## config.mk

```make
export PLATFORM = sky130hd
export DESIGN_NAME = htif_in_arbiter
export DESIGN_NICKNAME = d
export VERILOG_FILES = /design/src/rtl/htif_in_arbiter.sv
export SDC_FILE = /design/constraint.sdc
export NUM_CORES = 1
export LEC_CHECK = 0
export ABC_AREA = 1
export BUFFER_PORTS_ARGS = -buffer_cell sky130_fd_sc_hd__buf_2
export CAP_MARGIN = 20
export CORE_UTILIZATION = 34
export DETAILED_ROUTE_END_ITERATION = 10
export GPL_TIMING_DRIVEN = 0
export SETUP_SLACK_MARGIN = 0.1
export SYNTH_ARGS = -nofsm -noshare
export SYNTH_HDL_FRONTEND = slang
export SYNTH_SLANG_ARGS = --single-unit
```

## constraint.sdc

```tcl
create_clock -name htif_clk -period 8.25 [get_ports htif_clk]
set_input_delay 0 -clock htif_clk [delete_from_list [all_inputs] [get_ports htif_clk]]
set_output_delay 0 -clock htif_clk [all_outputs]
set_load 0.01 [all_outputs]
```

## src/rtl/htif_in_arbiter.sv

```systemverilog
// htif_in_arbiter
//   Packet-level arbiter for the single HTIF input channel into Top. Two
//   requesters share the channel:
//   - the host, with valid/ready/last handshaking;
//   - the mem-backup narrow responses, which have no backpressure.
//   Backup words are buffered in an internal FIFO. A backup packet is only
//   granted once it is fully buffered. Packets never interleave, so a host
//   packet is never broken up by backup traffic.
//
// Ports
//   htif_clk       clock, all state on posedge
//   reset          synchronous, active-high
//   host_in_*      host word stream (valid/ready/bits/last)
//   bk_in_*        backup response words (valid/bits), cannot be stalled
//   out_*          word stream to Top io_host_in (valid/ready/bits)
//   fifo_count     backup words currently buffered
//   grant          00 idle, 01 host, 10 backup (mirrors the FSM state)
//   overflow       sticky flag, a backup word arrived while the FIFO was full
module htif_in_arbiter #(
   parameter int WIDTH        = 16,
   parameter int FIFO_DEPTH   = 32,
   parameter int BK_PKT_WORDS = 8,
   parameter int HI_WATER     = 24
) (
   input  logic                          htif_clk,
   input  logic                          reset,
   input  logic                          host_in_valid,
   output logic                          host_in_ready,
   input  logic [WIDTH-1:0]              host_in_bits,
   input  logic                          host_in_last,
   input  logic                          bk_in_valid,
   input  logic [WIDTH-1:0]              bk_in_bits,
   output logic                          out_valid,
   input  logic                          out_ready,
   output logic [WIDTH-1:0]              out_bits,
   output logic [$clog2(FIFO_DEPTH):0]   fifo_count,
   output logic [1:0]                    grant,
   output logic                          overflow
);

   localparam int PTR_W = $clog2(FIFO_DEPTH);
   localparam int CNT_W = PTR_W + 1;
   localparam int WC_W  = $clog2(BK_PKT_WORDS + 1);

   localparam logic [CNT_W-1:0] PKT_CNT   = CNT_W'(BK_PKT_WORDS);
   localparam logic [CNT_W-1:0] HI_CNT    = CNT_W'(HI_WATER);
   localparam logic [CNT_W-1:0] FULL_CNT  = CNT_W'(FIFO_DEPTH);
   localparam logic [WC_W-1:0]  WC_LAST   = WC_W'(BK_PKT_WORDS - 1);

   typedef enum logic [1:0] {
      ST_IDLE = 2'b00,
      ST_HOST = 2'b01,
      ST_BKUP = 2'b10
   } state_t;

   state_t             state_q, state_d;
   logic               last_bk_q, last_bk_d;     // last grant went to backup
   logic [WC_W-1:0]    wcnt_q, wcnt_d;           // words sent in current backup packet
   logic [CNT_W-1:0]   count_q, count_d;
   logic [PTR_W-1:0]   wr_ptr_q, wr_ptr_d;
   logic [PTR_W-1:0]   rd_ptr_q, rd_ptr_d;
   logic               overflow_q, overflow_d;
   logic [WIDTH-1:0]   mem_q [FIFO_DEPTH];

   logic               push;
   logic               pop;
   logic               full;
   logic               cand_b;
   logic               hi_water;

   // Arbitration FSM: next state and channel outputs.
   always_comb begin
      // NOTE: every signal assigned in this block gets a default first, so no latches are inferred.
      state_d       = state_q;
      last_bk_d     = last_bk_q;
      wcnt_d        = wcnt_q;
      out_valid     = 1'b0;
      out_bits      = '0;
      host_in_ready = 1'b0;
      pop           = 1'b0;
      cand_b        = (count_q >= PKT_CNT);
      hi_water      = (count_q >= HI_CNT);

      unique case (state_q)
         ST_IDLE: begin
            if (cand_b && hi_water) begin
               state_d   = ST_BKUP;
               last_bk_d = 1'b1;
            end else if (host_in_valid && cand_b) begin
               // Round-robin: the side that did not win last time goes now.
               state_d   = last_bk_q ? ST_HOST : ST_BKUP;
               last_bk_d = ~last_bk_q;
            end else if (host_in_valid) begin
               state_d   = ST_HOST;
               last_bk_d = 1'b0;
            end else if (cand_b) begin
               state_d   = ST_BKUP;
               last_bk_d = 1'b1;
            end
         end
         ST_HOST: begin
            out_valid     = host_in_valid;
            out_bits      = host_in_valid ? host_in_bits : '0;
            host_in_ready = out_ready;
            if (host_in_valid && out_ready && host_in_last) begin
               state_d = ST_IDLE;
            end
         end
         ST_BKUP: begin
            out_valid = 1'b1;
            out_bits  = mem_q[rd_ptr_q];
            if (out_ready) begin
               pop = 1'b1;
               if (wcnt_q == WC_LAST) begin
                  wcnt_d  = '0;
                  state_d = ST_IDLE;
               end else begin
                  wcnt_d = wcnt_q + 1'b1;
               end
            end
         end
         default: state_d = ST_IDLE;
      endcase

      // The reset is synchronous, so the state register still holds its old
      // value during the reset cycle. Force the channel quiet while it is asserted.
      if (reset) begin
         out_valid     = 1'b0;
         out_bits      = '0;
         host_in_ready = 1'b0;
         pop           = 1'b0;
      end
   end

   // Backup FIFO bookkeeping. A push into a full FIFO is allowed only
   // when a pop frees a slot in the same cycle.
   always_comb begin
      full       = (count_q == FULL_CNT);
      push       = bk_in_valid && !reset && (!full || pop);
      wr_ptr_d   = push ? wr_ptr_q + 1'b1 : wr_ptr_q;
      rd_ptr_d   = pop  ? rd_ptr_q + 1'b1 : rd_ptr_q;
      count_d    = count_q;
      if (push && !pop) begin
         count_d = count_q + 1'b1;
      end else if (pop && !push) begin
         count_d = count_q - 1'b1;
      end
      overflow_d = overflow_q | (bk_in_valid && full && !pop);
   end

   always_ff @(posedge htif_clk) begin
      // NOTE: sequential state uses non-blocking assignments so all flops update from pre-edge values.
      if (reset) begin
         state_q    <= ST_IDLE;
         last_bk_q  <= 1'b1;
         wcnt_q     <= '0;
         count_q    <= '0;
         wr_ptr_q   <= '0;
         rd_ptr_q   <= '0;
         overflow_q <= 1'b0;
      end else begin
         state_q    <= state_d;
         last_bk_q  <= last_bk_d;
         wcnt_q     <= wcnt_d;
         count_q    <= count_d;
         wr_ptr_q   <= wr_ptr_d;
         rd_ptr_q   <= rd_ptr_d;
         overflow_q <= overflow_d;
      end
   end

   // NOTE: FIFO storage is not reset; the pointers and count decide which entries are meaningful.
   always_ff @(posedge htif_clk) begin
      if (push) begin
         mem_q[wr_ptr_q] <= bk_in_bits;
      end
   end

   assign fifo_count = count_q;
   assign grant      = reset ? ST_IDLE : state_q;
   assign overflow   = overflow_q;

endmodule
```

**After elaboration in Yosys (flattened, before gate mapping)**

Memory sizes are Yosys's and may differ from the RTL's. A register that Yosys moved wholly into a read port is not among the register bits.
Cells that the tools add are included.

- Register bits: 24
- RAM bits: 512
- Bits of input ports: 38
- Output and inout bits: 27
- Word-level logic and storage cells: 77
- Memories: 1

- $add $sub $neg: 5
- Magnitude comparators: 2
- Eq/ne operators: 8
- Mux-type cells: 31
- Bitwise logic cells: 2
- Reductions and logical operators: 21

Memories:

| name | words | width | read ports | clocked after memory_dff | write ports | line | text |
|---|---|---|---|---|---|---|---|
| mem_q | 32 | 16 | 1 | 1 | 1 | 63 | `logic [WIDTH-1:0] mem_q [FIFO_DEPTH];` |

Operators with widths:

| kind | count |
|---|---|
| $mux W16 | 2 |
| $pmux W16 S2 | 1 |
| $mux W2 | 9 |
| $mux W1 | 12 |
| $mux W6 | 2 |
| $add A5 B1 Y5 const B | 2 |
| $logic_and A1 B1 Y1 | 10 |
| $mux W5 | 2 |
| $add A6 B1 Y6 const B | 1 |
| $eq A6 B6 Y1 const B | 1 |
| $ge A6 B4 Y1 const B | 1 |
| $ge A6 B5 Y1 const B | 1 |
| $ne A2 B2 Y1 const B | 3 |
| $pmux W2 S3 | 1 |
| $sub A6 B1 Y6 const B | 1 |
| $ne A5 B5 Y1 const B | 1 |
| $add A4 B1 Y4 const B | 1 |
| $eq A4 B3 Y1 const B | 1 |
| $logic_not A1 Y1 | 4 |
| $mux W4 | 1 |
| $reduce_and A2 Y1 | 2 |
| $reduce_and A4 Y1 | 1 |
| $reduce_bool A4 Y1 | 1 |
| $eq A2 B1 Y1 const B | 1 |
| other kinds (7) | 7 |

**Longest topological paths before layout**

- Depth after elaboration: 9
- Mapped depth: 18
- Depth with buffers taken out: 18

**Worst setup path after synthesis**

No wires, ideal clock.

- Path type: register to register
- Start point: register state_q[0]
- End point: memory mem_q[23][0], enable pin
- Setup time: 0.430 ns
- Arrival time: 2.756 ns
- Required time: 7.820 ns
- Setup slack: 5.063 ns
- Cell stages (with the launch flop): 11
- Buffers on the path: 0
- Period minus slack after synthesis: 3.187 ns
- Cells stage by stage: dfxtp_1 -> inv_1 -> ha_1 -> nand2_2 -> nor2_4 -> inv_2 -> nand2_4 -> o21ai_4 -> nor2_4 -> nand2_4 -> nor4_1

- Longest elaborated chain between the ends: 7

RTL lines:

| item | line | text |
|---|---|---|
| start, declared | 56 | `state_t state_q, state_d;` |
| start signal, assigned | 162 | `state_q <= state_d;` |
| $eq A2 B2 Y1 | 84 | `unique case (state_q)` |
| $mux W1 | 84 |  |
| $mux W1 | 127 | `if (reset) begin` |
| $logic_or A1 B1 Y1 | 139 | `push = bk_in_valid && !reset && (!full \|\| pop);` |
| $logic_and A1 B1 Y1 | 139 |  |
| named net push | 65 | `logic push;` |
| $mux W1 | 174 | `if (push) begin` |
| $mux W1 (not written as such) | 175 | `mem_q[wr_ptr_q] <= bk_in_bits;` |
| end, declared | 63 |  |

The timed path passes the listed nets, and every way through them passes these cells.

==> summary.txt <==
Clocking
  – Root Driver: clkbuf_16
  – Worst-path clk slew: roughly 0.06 ns
  – H-tree levels: 2
  – Inserted Clock Buffers: 56
  – Clock sink total: 541
  – Latest clock arrival within the worst-skew pair: 0.64 ns
  – CTS tree: yes
  – Post-cts resize count: 0
  – Max Root-Sink Buffers: 3
  – Post-CTS Hold Buffers: 11
  – Post-CTS setup buffer count: 0

Global route
  – Overflow after GRT: 0
  – First-pass GRT wire length: approximately 100000 µm
  – All-Layer GR Usage: just over 20%
  – Vias in the first global route: 15100
  – Largest net degree at the start of global routing: 33
  – Initial antenna violation count: 2

Critical path
  – CP Class: flop to output pin
  – CP startpoint kind: flop
  – Worst Path Arrival: 3.15 ns
  – Critical-path maximum fanout: 10
  – Worst Setup End Kind: output pin
  – CP Data Required Time: 8.25 ns

Synthesis
  – Area share of the largest cell type after synthesis: 67.9%
  – Most frequent cells after synthesis: nand2_1 (812), edfxtp_1 (512), nand3_1 (380)
  – #FFs+latches synth: 541
  – Asr flop ratio synth: 0%
  – Post-synthesis sequential area ratio: between 70% and 80%
  – Top_reg_cell synth: edfxtp_1
  – Post-Syn Nets: 2088
  – Yosys warns: 0
  – Syn_area_per_cell: 11.1 µm²
  – Gate count of the mapped netlist: 2034
  – Area contributors post-synth: edfxtp_1 (68%), nand2_1 (13%), nand3_1 (8.4%), dfxtp_1 (2.6%), buf_6 (1.2%)
  – Mapped cell area: 22700 µm²
  – Post-synth EDFFs: 512
  – Top-count cell post-synth: nand2_1
  – Count of different cell masters after synthesis: 35
  – Leading area contributor after synthesis: edfxtp_1

Flow run
  – MaxCap Viol Count: 0

Route
  – DRC: 0
  – Final wirelength: 70500 µm
  – Starting DRT DRC Count: 1986
  – Vias per inst: roughly 5.2
  – Post-DRT Antenna Nets: 0
  – Pre-antenna DRT Iters: 8
  – DR vias: 16200
  – Drt wl/cell: 22.7 µm

Place
  – # port buffers: 63
  – Placed Instance Area: 24700 µm²
  – DP HPWL: 48700 µm
  – GPL Wtd Cong: 0.976

Floorplan
  – Site Rows: 94
  – Die Y: 260 µm
  – Core area: 65900 µm²
  – IO Pins: 65
  – Die ar.: 67700 µm²
  – Initial Util: about a third
  – Die width: 260 µm

Worst hold path
  – Worst Hold Class: input port to flop

Finish
  – Fin area: 26600 µm²
  – Layout area overhead: 17.6%
  – Post-layout nets: 2252
  – Layout cells sized above 1: a little over an eighth
  – Fillers: 6196

Timing
  – Slew @ Worst Pin: between 1 and 1.5 ns
  – Minimum clock period: ~3.2 ns
  – Slew margin rel.: 28.9%
  – Max Slew Vio Count: 0
  – Final worst-path cycle share: 38.2%
  – Max Freq: approximately 0.32 GHz
  – TNS Setup: 0 ns
  – Final Hold Viols: 0
  – RSZ-0062 raised after global routing: no
  – Final clock skew: 0.0300 ns
  – Setup violations, final: 0

Power
  – Peak VDD IR: about 0.14 mV
  – PD cells: ~260 nW/µm²
  – Leak pwr: slightly below 10 nW

Run status
  – Outcome: finished, final reports clean
area by class of cell:
type | instances | area, µm² | area share (%)
sequential | 541 | 16000 | 59.9
multi-input combinational | 1335 | 5950 | 22.3
clock buffer | 63 | 1430 | 5.36
tap | 864 | 1080 | 4.06
timing repair buffer | 106 | 961 | 3.61
buffer | 117 | 693 | 2.60
clock inverter | 42 | 409 | 1.54
inverter | 41 | 156 | 0.587
antenna | 1 | 2.50 | 0.00939
worst paths after layout:
path / start / to / slack (ns) / cells past startpoint
max: flop / out_bits[8] / 5.10 / 11
min: bk_in_bits[11] / mem_q[12][11] / 0.02 / 1
max reg2reg: state_q[0] / mem_q[16][14] / 5.34 / 11
min reg2reg: wcnt_q[1] / wcnt_q[1] / 0.48 / 2
placed cells by master, fill, tap and decap left out, types with 3 or more instances in the layout:
| cell | instances |
|---|---|
| nor3b_1 | 3 |
| nand2_1 | 812 |
| a211oi_1 | 3 |
| buf_16 | 8 |
| xor2_1 | 3 |
| buf_1 | 16 |
| dlygate4sd3_1 | 11 |
| nor2_2 | 27 |
| buf_8 | 18 |
| clkinv_2 | 10 |
| dfxtp_1 | 29 |
| buf_4 | 10 |
| xnor2_1 | 4 |
| clkinvlp_4 | 5 |
| o211ai_1 | 3 |
| edfxtp_1 | 512 |
| a21oi_1 | 33 |
| clkbuf_16 | 56 |
| nor3_1 | 5 |
| ha_1 | 15 |
| nand3_1 | 380 |
| nor2_4 | 5 |
| inv_1 | 38 |
| bufinv_16 | 5 |
| clkbuf_1 | 38 |
| o21ai_0 | 14 |
| clkinv_1 | 14 |
| nor2_1 | 13 |
| buf_2 | 104 |
| buf_6 | 25 |
state kept, by name (all words and copies together) (netlist names), named ones only:
name and flops:
mem_q 512, last_bk_q 1, rd_ptr_q 5, fifo_count 6
state_q 2, wr_ptr_q 5, wcnt_q 4, overflow 1
routing by layer:
layer	share of wire [%]	track usage, %	wire length [µm]	vias to the layer above
li1	-	-	-	7370
met2	45	31.9	31500	842
met3	10	4.07	7370	124
met1	42	29.0	29500	7861
met5	0	0	0	-
met4	3.1	7.57	2180	0
kinds of logic after synthesis:
kind of cell             after synthesis  share of synthesized area [%]
AND/OR/NAND/NOR                     1253                           23.1
AO/OA/AOI/OAI                         59                           1.49
flip-flops                           541                           70.4
adder cells (fa/ha/maj)               16                          0.917
buffers and inverters                158                           3.75
XOR/XNOR                               7                          0.271
stage by stage:
stage / total power [mW] / setup WS, ns / cells / utilization (%) / hold WS, ns
after floorplan: 3.85 / 5.06 / 2034 / - / 0.0974
after global placement: 4.31 / 1.83 / 2961 / 36.5 / 0.328
after detailed placement: 4.34 / 5.38 / 2993 / 37.5 / 0.332
after CTS: 6.84 / 5.14 / 3109 / 40.4 / 0.00657
after global routing: 7.07 / 5.00 / 3109 / 40.4 / 0.0208
final: 6.83 / 5.10 / 3110 / 40.4 / 0.0174
worst max-delay path: stages, from the launching register on:
cell and delay, ns:
dfxtp_1 0.34, inv_1 0.08, buf_2 0.32, clkbuf_1 0.56
nand3_1 0.16, nand2_1 0.20, nand2_1 0.08, nand3_1 0.16
nand3_1 0.15, nand3_1 0.23, a21oi_1 0.10, buf_2 0.15
report_power, final:
group,internal (mW),switching [mW],total (mW)
clock,1.42,1.11,2.53
sequential,3.04,0.0207,3.06
combinational,0.355,0.897,1.25
Power figures use the tool's default switching activity.
